--- config.mk ---
export PLATFORM = sky130hd
export DESIGN_NAME = food_placer
export DESIGN_NICKNAME = d
export VERILOG_FILES = /design/src/rtl/food_placer.sv
export SDC_FILE = /design/constraint.sdc
export NUM_CORES = 1
export LEC_CHECK = 0
export BUFFER_PORTS_ARGS = -buffer_cell sky130_fd_sc_hd__buf_2
export CAP_MARGIN = 30
export CORE_ASPECT_RATIO = 1.5
export CORE_MARGIN = 1.5
export CORE_UTILIZATION = 55
export CTS_BUF_LIST = sky130_fd_sc_hd__clkbuf_16
export DETAILED_ROUTE_END_ITERATION = 10
export PLACE_DENSITY = 0.78
export SETUP_SLACK_MARGIN = 0.2
export SLEW_MARGIN = 10
export SYNTH_ARGS = -nofsm -noshare
export SYNTH_HDL_FRONTEND = slang
export SYNTH_SLANG_ARGS = --single-unit
--- constraint.sdc ---
create_clock -name clk -period 2.84 [get_ports clk]
set_input_delay 0.284 -clock clk [delete_from_list [all_inputs] [get_ports clk]]
set_output_delay 0.284 -clock clk [all_outputs]
set_load 0.02 [all_outputs]
--- src/rtl/food_placer.sv ---
// food_placer
//
// Places a food item on a free board cell. Candidates come from the rng
// coordinate stream (rand_x, rand_y). Each candidate is checked against the
// snake-occupancy responder with a req/ack query. Occupied or off-board draws
// are retried. After MAX_TRIES failed random draws the block switches to a
// raster scan from (0,0). If the scan reaches the last cell without finding a
// free one, the block reports board_full.
//
// Ports:
//   clk         system clock
//   reset       asynchronous, active-low reset
//   place_req   one-cycle request for a new food position (ignored while busy)
//   rand_x/y    random column/row from the rng
//   query_req   occupancy query valid, held until query_ack
//   query_x/y   cell being queried, stable while query_req=1
//   query_ack   responder completes the query (may coincide with query_req rise)
//   query_hit   1 = queried cell occupied, valid with query_req & query_ack
//   food_x/y    current food position
//   food_valid  food_x/y hold a placed, free cell
//   place_done  one-cycle pulse at the end of every placement attempt
//   busy        placement in progress
//   board_full  last attempt found no free cell (sticky until next request)
module food_placer #(
  parameter int BOARD_WIDTH  = 40,
  parameter int BOARD_HEIGHT = 30,
  parameter int MAX_TRIES    = 16
) (
  input  logic       clk,
  input  logic       reset,
  input  logic       place_req,
  input  logic [5:0] rand_x,
  input  logic [4:0] rand_y,
  output logic       query_req,
  output logic [5:0] query_x,
  output logic [4:0] query_y,
  input  logic       query_ack,
  input  logic       query_hit,
  output logic [5:0] food_x,
  output logic [4:0] food_y,
  output logic       food_valid,
  output logic       place_done,
  output logic       busy,
  output logic       board_full
);

  // One extra bit on the limits so a full 64-column / 32-row board compares
  // correctly against the 6-bit / 5-bit coordinates.
  localparam logic [6:0] W_LIM   = 7'(BOARD_WIDTH);
  localparam logic [5:0] H_LIM   = 6'(BOARD_HEIGHT);
  localparam logic [5:0] X_LAST  = 6'(BOARD_WIDTH - 1);
  localparam logic [4:0] Y_LAST  = 5'(BOARD_HEIGHT - 1);
  localparam logic [7:0] TRY_LIM = 8'(MAX_TRIES);

  typedef enum logic [2:0] {
    S_IDLE,
    S_SAMPLE,
    S_QUERY,
    S_SCAN,
    S_DONE
  } state_t;

  state_t     state, state_nxt;
  logic [7:0] tries, tries_nxt;
  logic       scan_mode, scan_mode_nxt;
  logic [5:0] scan_x, scan_x_nxt;
  logic [4:0] scan_y, scan_y_nxt;

  logic       query_req_nxt;
  logic [5:0] query_x_nxt;
  logic [4:0] query_y_nxt;
  logic [5:0] food_x_nxt;
  logic [4:0] food_y_nxt;
  logic       food_valid_nxt;
  logic       place_done_nxt;
  logic       busy_nxt;
  logic       board_full_nxt;

  logic [7:0] tries_inc;
  logic       rand_legal;

  assign tries_inc  = tries + 8'd1;
  assign rand_legal = ({1'b0, rand_x} < W_LIM) && ({1'b0, rand_y} < H_LIM);

  // State and registered outputs
  always_ff @(posedge clk or negedge reset) begin
    if (!reset) begin
      state      <= S_IDLE;
      tries      <= '0;
      scan_mode  <= 1'b0;
      scan_x     <= '0;
      scan_y     <= '0;
      query_req  <= 1'b0;
      query_x    <= '0;
      query_y    <= '0;
      food_x     <= '0;
      food_y     <= '0;
      food_valid <= 1'b0;
      place_done <= 1'b0;
      busy       <= 1'b0;
      board_full <= 1'b0;
    end else begin
      state      <= state_nxt;
      tries      <= tries_nxt;
      scan_mode  <= scan_mode_nxt;
      scan_x     <= scan_x_nxt;
      scan_y     <= scan_y_nxt;
      query_req  <= query_req_nxt;
      query_x    <= query_x_nxt;
      query_y    <= query_y_nxt;
      food_x     <= food_x_nxt;
      food_y     <= food_y_nxt;
      food_valid <= food_valid_nxt;
      place_done <= place_done_nxt;
      busy       <= busy_nxt;
      board_full <= board_full_nxt;
    end
  end

  // Next-state and next-output logic
  always_comb begin
    state_nxt      = state;
    tries_nxt      = tries;
    scan_mode_nxt  = scan_mode;
    scan_x_nxt     = scan_x;
    scan_y_nxt     = scan_y;
    query_req_nxt  = query_req;
    query_x_nxt    = query_x;
    query_y_nxt    = query_y;
    food_x_nxt     = food_x;
    food_y_nxt     = food_y;
    food_valid_nxt = food_valid;
    place_done_nxt = 1'b0;
    busy_nxt       = busy;
    board_full_nxt = board_full;

    case (state)
      S_IDLE: begin
        if (place_req) begin
          busy_nxt       = 1'b1;
          food_valid_nxt = 1'b0;
          board_full_nxt = 1'b0;
          tries_nxt      = '0;
          scan_mode_nxt  = 1'b0;
          scan_x_nxt     = '0;
          scan_y_nxt     = '0;
          state_nxt      = S_SAMPLE;
        end
      end

      S_SAMPLE: begin
        if (rand_legal) begin
          query_req_nxt = 1'b1;
          query_x_nxt   = rand_x;
          query_y_nxt   = rand_y;
          state_nxt     = S_QUERY;
        end else begin
          // Off-board draw burns a try without touching the responder.
          tries_nxt = tries_inc;
          if (tries_inc >= TRY_LIM) begin
            scan_mode_nxt = 1'b1;
            scan_x_nxt    = '0;
            scan_y_nxt    = '0;
            state_nxt     = S_SCAN;
          end
        end
      end

      S_QUERY: begin
        if (query_ack) begin
          query_req_nxt = 1'b0;
          if (!query_hit) begin
            food_x_nxt = query_x;
            food_y_nxt = query_y;
            state_nxt  = S_DONE;
          end else if (!scan_mode) begin
            tries_nxt = tries_inc;
            if (tries_inc < TRY_LIM) begin
              state_nxt = S_SAMPLE;
            end else begin
              scan_mode_nxt = 1'b1;
              scan_x_nxt    = '0;
              scan_y_nxt    = '0;
              state_nxt     = S_SCAN;
            end
          end else begin
            // In scan mode query_x/y equals the scan position, so advance from it.
            if (query_x == X_LAST && query_y == Y_LAST) begin
              board_full_nxt = 1'b1;
              state_nxt      = S_DONE;
            end else if (query_x == X_LAST) begin
              scan_x_nxt = '0;
              scan_y_nxt = query_y + 5'd1;
              state_nxt  = S_SCAN;
            end else begin
              scan_x_nxt = query_x + 6'd1;
              state_nxt  = S_SCAN;
            end
          end
        end
      end

      S_SCAN: begin
        query_req_nxt = 1'b1;
        query_x_nxt   = scan_x;
        query_y_nxt   = scan_y;
        state_nxt     = S_QUERY;
      end

      S_DONE: begin
        place_done_nxt = 1'b1;
        busy_nxt       = 1'b0;
        food_valid_nxt = !board_full;
        state_nxt      = S_IDLE;
      end

      default: state_nxt = S_IDLE;
    endcase
  end

endmodule

# Yosys cells after proc, flatten, opt, wreduce, memory -nomap -nowiden
# Cells that the tools add are included.
# W data, S select, Z words.
[totals]
regBits = 50
input_bits = 16
output_inout_bits = 27
elab_cells = 119
[classes]
add_sub_neg = 3
magnitude_cmp = 4
eq_ne = 19
muxes = 59
bitwise_logic = 1
n_reduce_logical = 19
[ops]
columns = ["op", "n"]
rows = [
  ["$mux W6", 10],
  ["$mux W5", 10],
  ["$mux W8", 5],
  ["$pmux W8 S3", 1],
  ["$mux W3", 7],
  ["$ne A2 B2 Y1 const B", 9],
  ["$pmux W6 S3", 1],
  ["$reduce_and A6 Y1", 3],
  ["$mux W1", 15],
  ["$pmux W5 S3", 1],
  ["$ne A3 B3 Y1 const B", 4],
  ["$pmux W3 S4", 1],
  ["$pmux W6 S2", 1],
  ["$pmux W5 S2", 1],
  ["$reduce_and A3 Y1", 3],
  ["$reduce_and A9 Y1", 1],
  ["$add A8 B1 Y8 const B", 1],
  ["$ge A8 B5 Y1 const B", 1],
  ["$lt A8 B5 Y1 const B", 1],
  ["$reduce_and A8 Y1", 1],
  ["$add A6 B1 Y6 const B", 1],
  ["$eq A3 B2 Y1 const B", 2],
  ["$eq A6 B6 Y1 const B", 1],
  ["$lt A6 B6 Y1 const B", 1],
  ["15 further kinds", 23],
]

# Longest topological paths before layout
[logic_depth]
ltp_word = 7
mapped_depth = 7
mapped_depth_nobuf = 7

# Least setup slack after synthesis
# OpenSTA, ideal clock, no wires.
[synth_path]
path_type = "register to register"
from = "register tries[0]"
to = "register scan_x[0]"
setup_time_ns = 0.125
t_arrival_ns = 1.970
required_ns = 2.715
setup_slack_ns = 0.745
path_stages_with_launch = 7
path_buffers = 0
synth_period_minus_slack_ns = 2.095
cell_sequence = "dfrtp_1 -> ha_1 -> and3_1 -> o2111a_1 -> o32a_1 -> a21oi_4 -> mux2_2"
[synth_between]
elab_chain_cells = 4
word_cells_on_any_way = 6
cone_classes = "add/sub (1); order compare (2); eq/ne (2); reduce/logical (1)"
[synth_rtl]
columns = ["item", "line", "rtl"]
rows = [
  ["start: declaration", "64", "logic [7:0] tries, tries_nxt;"],
  ["start signal: assignment", "104", "tries <= tries_nxt;"],
  ["$add A8 B1 Y8 *", "82", "assign tries_inc = tries + 8'd1;"],
  ["$lt A8 B5 Y1 or $ge A8 B5 Y1 (tied branches)", "178, 160", ""],
  ["$ne A3 B3 Y1 (no source line) or $ne A2 B2 Y1 (tied branches)", "--", ""],
  ["$reduce_and A8 Y1 (no source line) *", "--", ""],
  ["end signal: assignment", "106", "scan_x <= scan_x_nxt;"],
  ["end: declaration", "66", "logic [5:0] scan_x, scan_x_nxt;"],
]
# Every way passes the cells marked *; elsewhere a longest branch is shown, timed or not.
# A chain may end at the register's enable or synchronous reset.

# Final worst setup path
# Ends and elaborated chain as after synthesis.

==> impl_metrics.py <==
metrics = {
    "status": {
        "status": "completed",
    },
    "detailed_routing": {
        "detail-route-antenna-nets": 0,
        "met2_length_um": 2840,
        "wl_met3_um": 171,
        "viasPerCell": 5.86,
        "drt_pass1_iterations": 6,
        "wl_per_cell_um": 15.8,
        "drt-met1-wl_um": 2110,
        "top_layer_used": "met4",
        "wl_um": 5330,
        "vias": 1979,
        "drtIter0Drc": 54,
        "drc": 0,
    },
    "pwr": {
        "power_leakage_nw": 1.41,
        "vdd_drop_max_mv": 0.669,
        "power_density_nw_per_um2": 1030,
    },
    "sta": {
        "fin_setup_tns_ns": 0,
        "relSlewSlack_pct": 53.8,
        "final.min_clock_period_ns": 2.24,
        "setup-violations-final": 0,
        "final.setup_skew_ns": 0.00781,
        "fin_crit_sh_pct": 79.0,
        "setup_ws_ns": 0.596,
        "hold_viol": 0,
        "slew_viol_final": 0,
        "rsz0062_at_grt": "false",
        "worstMarginPinSlew_ns": 0.691,
        "max_freq_mhz": 446,
        "holdWs_ns": 0.232,
    },
    "yosys": {
        "synth_nets": 262,
        "synth_edf_count": 0,
        "syn_inst": 242,
        "synth_cell_types": 46,
        "async_flop_share_pct": 100,
        "netlist_area_um2": 2520,
        "yosys_warnings": 0,
        "avgSynthCellArea_um2": 10.4,
        "ys.flop_type": "dfrtp_1",
        "ys_seq_elements": 50,
        "seq_area_frac_synth_pct": 49.6,
    },
    "setup_path": {
        "crit_required_ns": 3.01,
        "max_stage_delay_ns": 0.43,
        "cp-end-kind": "flip-flop",
        "cp.buffers_inverters": 0,
        "worstPathCellList": "ha_1, and3_1, o2111a_1, o32a_1, a21oi_4, mux2_2",
        "startpoint_type": "flip-flop",
        "crit_path_max_fanout": 6,
        "slowest_stage": "dfrtp_1",
        "criticalPathCategory": "flip-flop to flip-flop",
        "cp_top_family": "compound AO/OA/AOI/OAI gates",
        "critPathArrivalTime_ns": 2.42,
    },
    "placed_design": {
        "port_buffers": 42,
        "dp_cells": 329,
        "dp_hpwl_um": 3950,
        "gp_congestion": 0.852,
        "dpl-instance-area_um2": 2800,
        "dp_slack_ns": 0.620,
    },
    "cells_and_area": {
        "diodes": 0,
        "drive_gt1_share_pct": 26.6,
        "layout_common_cells": "dfrtp_1 (50), buf_2 (42), nor2_1 (31), a21oi_1 (17), mux2_2 (16)",
        "final_common_cell": "dfrtp_1",
        "fin_cells": 338,
        "nets": 309,
        "areaGrowthSynthToFinish_pct": 17.0,
        "design_area_um2": 2950,
    },
    "global_route": {
        "grt_pass1_wl_um": 9160,
        "grt_max_degree": 36,
        "antenna_found_initial": 0,
        "grt_pass1_vias": 2034,
        "grt_overflow": 0,
        "track_usage_pct": 23.8,
    },
    "clock_tree": {
        "cts_sinks": 50,
        "cts-root-buf": "clkbuf_16",
        "htree_levels": 2,
        "postCtsSetupBuffers": 0,
        "clk_pin_slew_ns": 0.07,
        "max-clock-path-buffers": 2,
        "cts_tree": "yes",
        "cts-buffers-inserted": 5,
        "clk-insertion-delay-late_ns": 0.29,
    },
    "floorplanning": {
        "die_area_um2": 5010,
        "core-area_um2": 4470,
        "die_w_um": 58.3,
        "die_h_um": 85.9,
        "io-pin-count": 43,
        "num_rows": 30,
        "start_util_pct": 56.5,
    },
    "hold_path": {
        "hold_path.class": "input pin to flip-flop",
    },
    "flow_run": {
        "maxCapViolations": 0,
    },
}
## kinds of logic after synthesis
kind of cell    synth area share (%)
simple gates                    16.0
xor+xnor                        2.78
compound gates                  14.9
flops                           49.6
mux                             11.5
buf+inv                         3.17
fa+ha+maj                       1.98
## cells in the mapped netlist, types with 4 or more instances
cell     number  area share (%)
a21oi_1      17             3.4
dfrtp_1      50              50
ha_1          4             2.0
inv_1         9             1.3
mux2_2       16             7.1
mux2i_1      11             4.4
nand2_1      12             1.8
nand3_1      12             2.4
nor2_1       31             4.6
o21ai_0      13             2.6
o22ai_1       5             1.2
o31ai_1       4             1.2
xnor2_1       4             1.4
xor2_1        4             1.4
## power by group
| part | total [W] | internal (W) | switching, W | leakage [nW] |
|---|---|---|---|---|
| Combinational | 0.00129 | 0.000538 | 0.000751 | 0.705 |
| Sequential | 0.00115 | 0.000915 | 0.000239 | 0.641 |
| Clock | 0.000588 | 0.000327 | 0.000261 | 0.0679 |
| Total | 0.00303 | 0.00178 | 0.00125 | 1.41 |
## per-stage QoR
stage               utilization [%]  power [W]
finish                         66.1    0.00303
CTS                            66.1    0.00305
global route                   66.1    0.00324
detailed placement             62.6    0.00246
floorplan                         -    0.00207
global placement               62.2    0.00243
## layout make-up
cell class                      instances  area, um^2
Fill cell                             365        1520
Sequential cell                        50        1250
Multi-Input combinational cell        175        1190
Timing Repair Buffer                   48         270
Clock buffer                            5         125
Tap cell                               48        60.1
Inverter                                9        33.8
Clock inverter                          3        20.0
## sequential cells by signal (all words and copies together), names as in the netlist
name	flops
board_full	1
busy	1
food_valid	1
food_x	6
food_y	5
place_done	1
query_req	1
query_x	6
query_y	5
scan_mode	1
scan_x	6
scan_y	5
state	3
tries	8
## worst register-to-register path, delay by kind of cell, from the launching register on
family                     cells  cell delay [ns]
adders and majority gates      1             0.28
muxes                          1             0.37
DFF                            1             0.43
and+or+nand+nor                1             0.25
AOI/OAI and AO/OA              3             0.81
## routing by layer
| layer | global-route usage [%] | vias to the layer above |
|---|---|---|
| li1 | - | 962 |
| met1 | 27.1 | 949 |
| met2 | 41.5 | 54 |
| met3 | 4.07 | 14 |
| met4 | 12.7 | 0 |
| met5 | 0 | - |
## timing repair
item                      in CTS  in global routing
hold buffers                   1                  0
resized for setup              0                  0
hold endpoints to repair      15                  0
## final timing paths
| kind | to | cells past startpoint | slack, ns | from |
|---|---|---|---|---|
| max | scan_x[0] | 6 | 0.60 | tries[0] |
| min | state[2] | 2 | 0.23 | query_hit |
| max reg2reg | scan_x[0] | 6 | 0.60 | tries[0] |
| min reg2reg | food_valid | 1 | 0.50 | food_valid |
| max in group asynchronous | state[0] | 3 | 1.88 | reset |
| min in group asynchronous | food_x[5] | 2 | 0.44 | reset |
(Power assumes the default switching activity.)
